File: config.mk
export PLATFORM = sky130hd
export DESIGN_NAME = s32x_fb_arbiter
export DESIGN_NICKNAME = d
export VERILOG_FILES = /design/src/rtl/s32x_fb_arbiter_pkg.sv /design/src/rtl/s32x_fb_arbiter_prio.sv /design/src/rtl/s32x_fb_arbiter.sv
export SDC_FILE = /design/constraint.sdc
export NUM_CORES = 1
export LEC_CHECK = 0
export CORE_MARGIN = 5
export CORE_UTILIZATION = 38
export CTS_CLUSTER_DIAMETER = 60
export CTS_CLUSTER_SIZE = 16
export DETAILED_ROUTE_END_ITERATION = 12
export GPL_ROUTABILITY_DRIVEN = 0
export GPL_TIMING_DRIVEN = 0
export PLACE_DENSITY = 0.82
export SLEW_MARGIN = 20
export SYNTH_ARGS = -nofsm -noshare
export SYNTH_HDL_FRONTEND = slang
export SYNTH_SLANG_ARGS = --single-unit
export TNS_END_PERCENT = 10
File: constraint.sdc
create_clock -name clk -period 2.1 [get_ports clk]
set_input_delay 0.21 -clock clk [delete_from_list [all_inputs] [get_ports clk]]
set_output_delay 0.21 -clock clk [all_outputs]
set_load 0.01 [all_outputs]
File: src/rtl/s32x_fb_arbiter_pkg.sv
// Shared types and defaults for the 32X framebuffer bank arbiter.
// Owners, FSM states and the latched request record live here.
package s32x_fb_arbiter_pkg;

  typedef enum logic [2:0] {
    OWN_NONE,
    OWN_DISP,
    OWN_FILL,
    OWN_WR,
    OWN_RD
  } fba_owner_t;

  typedef enum logic {
    ST_IDLE,
    ST_ACCESS
  } fba_state_t;

  typedef struct packed {
    logic [15:0] a;
    logic [15:0] d;
    logic [1:0]  be;
  } fba_req_t;

  localparam int ACC_CYC_DEF    = 4;
  localparam int STARVE_MAX_DEF = 4;

endpackage

File: src/rtl/s32x_fb_arbiter_prio.sv
// Combinational grant pick: DISP > FILL > WR > RD, with a starved RD jumping
// ahead of WR. Refresh leaves only DISP eligible.
module s32x_fb_arbiter_prio (
  input  logic rfrh,
  input  logic disp_req,
  input  logic fill_req,
  input  logic wr_req,
  input  logic rd_req,
  input  logic starved,
  output logic pick_disp,
  output logic pick_fill,
  output logic pick_wr,
  output logic pick_rd
);

  always_comb begin
    pick_disp = 1'b0;
    pick_fill = 1'b0;
    pick_wr   = 1'b0;
    pick_rd   = 1'b0;
    if (disp_req) begin
      pick_disp = 1'b1;
    end else if (!rfrh) begin
      if (fill_req) begin
        pick_fill = 1'b1;
      end else if (rd_req && starved) begin
        pick_rd = 1'b1;
      end else if (wr_req) begin
        pick_wr = 1'b1;
      end else if (rd_req) begin
        pick_rd = 1'b1;
      end
    end
  end

endmodule

File: src/rtl/s32x_fb_arbiter.sv
// Single-port framebuffer DRAM scheduler: one fixed-length access at a time,
// shared by display fetch, auto-fill, CPU write FIFO and CPU read.
module s32x_fb_arbiter
  import s32x_fb_arbiter_pkg::*;
#(
  parameter int ACC_CYC    = ACC_CYC_DEF,
  parameter int STARVE_MAX = STARVE_MAX_DEF
) (
  input  logic        clk,
  input  logic        rst_n,
  input  logic        rfrh,
  input  logic        disp_req,
  input  logic [15:0] disp_a,
  output logic [15:0] disp_q,
  output logic        disp_ack,
  input  logic        fill_req,
  input  logic [15:0] fill_a,
  input  logic [15:0] fill_d,
  output logic        fill_ack,
  input  logic        wr_req,
  input  logic [15:0] wr_a,
  input  logic [15:0] wr_d,
  input  logic [1:0]  wr_be,
  output logic        wr_ack,
  input  logic        rd_req,
  input  logic [15:0] rd_a,
  output logic [15:0] rd_q,
  output logic        rd_ack,
  output logic [15:0] mem_a,
  output logic [15:0] mem_do,
  output logic [1:0]  mem_we,
  output logic        mem_rd,
  input  logic [15:0] mem_di,
  output logic        busy
);

  localparam int SW = $clog2(STARVE_MAX + 1);

  fba_state_t     state, state_next;
  fba_owner_t     owner, owner_next;
  fba_req_t       req_q, req_next;
  logic [3:0]     cnt, cnt_next;
  logic [SW-1:0]  starve_cnt, starve_next;
  logic           pick_disp, pick_fill, pick_wr, pick_rd;
  logic           starved, ack_any, grant_ok, done;

  assign starved  = (starve_cnt == SW'(STARVE_MAX));
  assign ack_any  = disp_ack | fill_ack | wr_ack | rd_ack;
  // The ACK clock is kept idle so a requester can drop or re-present its request.
  assign grant_ok = (state == ST_IDLE) && !ack_any;
  assign busy     = (state == ST_ACCESS);

  s32x_fb_arbiter_prio u_prio (
    .rfrh      (rfrh),
    .disp_req  (disp_req),
    .fill_req  (fill_req),
    .wr_req    (wr_req),
    .rd_req    (rd_req),
    .starved   (starved),
    .pick_disp (pick_disp),
    .pick_fill (pick_fill),
    .pick_wr   (pick_wr),
    .pick_rd   (pick_rd)
  );

  always_comb begin
    state_next = state;
    owner_next = owner;
    req_next   = req_q;
    cnt_next   = cnt;
    done       = 1'b0;
    case (state)
      ST_IDLE: begin
        if (grant_ok && (pick_disp || pick_fill || pick_wr || pick_rd)) begin
          state_next = ST_ACCESS;
          cnt_next   = 4'(ACC_CYC - 1);
          if (pick_disp) begin
            owner_next = OWN_DISP;
            req_next   = '{a: disp_a, d: 16'h0000, be: 2'b00};
          end else if (pick_fill) begin
            owner_next = OWN_FILL;
            req_next   = '{a: fill_a, d: fill_d, be: 2'b11};
          end else if (pick_wr) begin
            owner_next = OWN_WR;
            req_next   = '{a: wr_a, d: wr_d, be: wr_be};
          end else begin
            owner_next = OWN_RD;
            req_next   = '{a: rd_a, d: 16'h0000, be: 2'b00};
          end
        end
      end
      ST_ACCESS: begin
        if (cnt == 4'd0) begin
          done       = 1'b1;
          state_next = ST_IDLE;
          owner_next = OWN_NONE;
        end else begin
          cnt_next = cnt - 4'd1;
        end
      end
      default: state_next = ST_IDLE;
    endcase
  end

  // Starvation only builds while a read is actually waiting behind writes.
  always_comb begin
    starve_next = starve_cnt;
    if (!rd_req || (grant_ok && pick_rd)) begin
      starve_next = '0;
    end else if (grant_ok && pick_wr && !starved) begin
      starve_next = starve_cnt + SW'(1);
    end
  end

  always_ff @(posedge clk or negedge rst_n) begin
    if (!rst_n) begin
      state      <= ST_IDLE;
      owner      <= OWN_NONE;
      req_q      <= '0;
      cnt        <= 4'd0;
      starve_cnt <= '0;
      disp_ack   <= 1'b0;
      fill_ack   <= 1'b0;
      wr_ack     <= 1'b0;
      rd_ack     <= 1'b0;
      disp_q     <= 16'h0000;
      rd_q       <= 16'h0000;
    end else begin
      state      <= state_next;
      owner      <= owner_next;
      req_q      <= req_next;
      cnt        <= cnt_next;
      starve_cnt <= starve_next;
      disp_ack   <= done && (owner == OWN_DISP);
      fill_ack   <= done && (owner == OWN_FILL);
      wr_ack     <= done && (owner == OWN_WR);
      rd_ack     <= done && (owner == OWN_RD);
      if (done && (owner == OWN_DISP)) disp_q <= mem_di;
      if (done && (owner == OWN_RD))   rd_q   <= mem_di;
    end
  end

  // Strobes hang off the state register so an async reset kills them at once.
  assign mem_a  = busy ? req_q.a  : 16'h0000;
  assign mem_do = busy ? req_q.d  : 16'h0000;
  assign mem_we = busy ? req_q.be : 2'b00;
  assign mem_rd = busy && ((owner == OWN_DISP) || (owner == OWN_RD));

endmodule

==> results.py <==
metrics = {
    "critical_path": {
        "start_kind": "register",
        "worstSetupPathType": "register to register",
        "crit_arrival_ps": 2300,
        "required_ps": 2320,
        "endpoint_kind": "register",
        "path_max_fanout": 10,
    },
    "timing": {
        "whs_ps": 379,
        "min_period_ps": 2070,
        "grt_setup_unrepaired": "true",
        "fmax_mhz": 482,
        "slew_violations": 0,
        "period_share": 0.988,
        "fin_skew_ps": 13.1,
        "finalSetupViolCount": 0,
        "finalHoldViolCount": 0,
        "relSlewSlack": 0.654,
        "max_slew.worst_pin.slew_ps": 519,
    },
    "logic_synthesis": {
        "synthXorXnorAreaFrac": 0.00623,
        "syn_area_per_cell_um2": 11.3,
        "synthCells": 374,
        "synthAdderAreaFrac": 0.0119,
        "ys_top_cells_by_count": "81 x dfrtp_1, 37 x and2_1, 30 x mux2_2",
        "synth_warnings": 0,
        "yosys_most_used_dff": "dfrtp_1",
        "synth-seq-area-share": 0.481,
        "synth_top_cell_by_area": "dfrtp_1",
        "synth_cell_types": 47,
        "synth_seq_cells": 81,
        "synth_compound_area_frac": 0.127,
        "synth_area_leaders": "dfrtp_1 48%, mux2_2 8.0%, and2_1 5.5%, mux2i_1 4.5%, mux2_4 3.2%",
        "async_flop_share": 1.00,
        "synth_top_area_share": 0.481,
        "muxShareOfSynthArea": 0.157,
        "synth_area_um2": 4220,
        "syn_nets": 499,
        "yosys.area_share.simple": 0.165,
        "synth_most_common_cell": "dfrtp_1",
        "synth_edf_count": 0,
        "synth_top_family_by_area": "simple AND/OR/NAND/NOR gates",
    },
    "cells_and_area": {
        "fin_cells": 728,
        "diodes": 0,
        "drive_gt1_frac": 0.189,
        "fillers": 882,
        "nNetsFinal": 708,
        "syn_to_final_growth_pct": 59.5,
    },
    "drt": {
        "postRouteWirelength_mm": 13.3,
        "via_count": 3729,
        "routedWlPerCell_um": 18.2,
        "avgViaCountPerCell": 5.12,
        "antenna_left": 0,
        "drt_iter0_drc": 177,
        "drc_errors": 0,
        "firstDrtPassIters": 5,
    },
    "place": {
        "placed_cells": 707,
        "numPortBuffers": 192,
        "post-dp-hpwl_mm": 10.1,
    },
    "clock_network": {
        "clock_sinks": 81,
        "worstSkewPairLatency_ps": 340,
        "path_clk_slew_ps": 80,
        "cts.path.max_buffers": 2,
        "tritoncts": "yes",
        "htree_levels": 3,
        "numCtsBuffers": 9,
        "root_buffer": "clkbuf_8",
    },
    "floorplan": {
        "io_pins": 193,
        "initial_utilization": 0.389,
        "die_w_um": 115,
        "std_cell_rows": 38,
        "fp.dieArea_um2": 13300,
        "die_height_um": 115,
        "core_area_um2": 10800,
    },
    "pwr": {
        "clkPwrFrac": 0.206,
        "power_frac_comb": 0.452,
        "p_switching_mw": 2.23,
        "seqPwrFrac": 0.341,
        "vdd_drop_max_mv": 0.681,
        "intPower_mw": 4.90,
        "p_per_area_nw_per_um2": 1060,
        "swShare": 0.313,
        "p_leak_nw": 2.81,
    },
    "global_routing": {
        "grt_max_degree": 49,
        "grt_pass1_vias": 4174,
        "grt_pass1_wl_mm": 20.5,
        "antenna_found_initial": 0,
        "gr-total-overflow": 0,
        "grt_use_total": 0.197,
    },
    "job": {
        "maxCapViolCount": 0,
    },
    "worst_hold_path": {
        "hold_class": "primary input to asynchronous set/reset pin",
    },
    "status": {
        "status": "finished, final reports clean",
    },
}
==> cell type report <==
class                      count  area [um^2]  share of cell area
inverter                      22         82.6              0.0123
clock inverter                 5          128              0.0190
clock buffer                  11          131              0.0195
tap                          140          175              0.0261
multi-input combinational    246         2020               0.300
timing repair buffer         199         1990               0.297
buffer                        24          169              0.0251
sequential                    81         2030               0.302
==> sequential cells by signal (all words and copies together), names as in the netlist <==
name        count
busy            1
cnt             4
disp_ack        1
disp_q         16
fill_ack        1
owner           3
rd_ack          1
rd_q           16
req_q          34
starve_cnt      3
wr_ack          1
==> routing by layer <==
layer,wire (um),global-route usage
met1,5170,0.221
met2,6560,0.337
met3,1340,0.0737
met4,197,0.0814
met5,0,0
==> cells by family (layout without fill, tap and decap cells) <==
| kind of cell | after synthesis | count (layout) |
|---|---|---|
| compound gates | 73 | 73 |
| xor+xnor | 3 | 3 |
| fa+ha+maj | 4 | 4 |
| buf+inv | 47 | 261 |
| flops | 81 | 81 |
| mux | 58 | 58 |
| simple gates | 108 | 108 |
==> layout by cell type (no fill, tap or decap), types with 8 or more instances in the layout <==
master           netlist  routed
clkbuf_8               0       9
o2bb2ai_1              9       9
o221ai_1              15      15
clkdlybuf4s50_1        0     191
dfrtp_1               81      80
or2_2                 16      16
nand3_1               18      18
clkbuf_1              12       8
mux2i_1               19      19
a22oi_1               10      10
and2_1                37      37
o21ai_0               17      17
mux2_2                30      30
mux2_4                 9       9
buf_4                  1      12
inv_1                 22      20
nor2_1                12      11
==> worst max-delay path, cell delays in order, from the launching register on <==
cell	delay (ps)
dfrtp_1	420
inv_2	100
ha_4	150
nand4bb_4	170
or4b_4	520
buf_6	160
buf_12	150
mux2_4	290
==> metrics by stage <==
stage	setup TNS, ps	total power [mW]	util	setup slack [ps]	instance area (um^2)
after floorplan	0	3.91	-	61.7	4220
after global placement	-184730	5.48	0.582	-2070	6310
after detailed placement	-20620	5.59	0.585	-537	6340
after CTS	0	7.18	0.616	7.45	6680
after global routing	-237	7.60	0.620	-41.3	6720
final	0	7.13	0.620	25.3	6720
==> final timing paths <==
path,cells after the start,slack [ps],from,end
min,2,380,rst_n,disp_q[2]$_DFFE_PN0P_
max in group asynchronous,3,1110,rst_n,busy$_DFF_PN0_
min in group clk,3,480,disp_a[5],req_q[23]$_DFFE_PN0P_
max,7,30,cnt[0]$_DFFE_PN0P_,rd_q[7]$_DFFE_PN0P_
max reg2reg,7,30,cnt[0]$_DFFE_PN0P_,rd_q[7]$_DFFE_PN0P_
min reg2reg,1,490,req_q[4]$_DFFE_PN0P_,req_q[4]$_DFFE_PN0P_
==> power groups by stage <==
stage | registers (mW) | clock network (mW) | logic (mW)
final | 2.43 | 1.47 | 3.22
after global routing | 2.50 | 1.59 | 3.50
after CTS | 2.43 | 1.51 | 3.23
after detailed placement | 2.47 | 0 | 3.11
after global placement | 2.43 | 0 | 3.04
after floorplan | 2.51 | 0 | 1.40
==> repair_timing <==
action | 4_1_cts | 5_1_grt
buffers inserted | 2 | 3
hold buffers | 1 | 0
setup endpoints to repair | 88 | 59
endpoints found under the hold margin | 33 | 0
resized for setup | 21 | 13
pin swaps | 4 | 1
(Power assumes the default switching activity.)
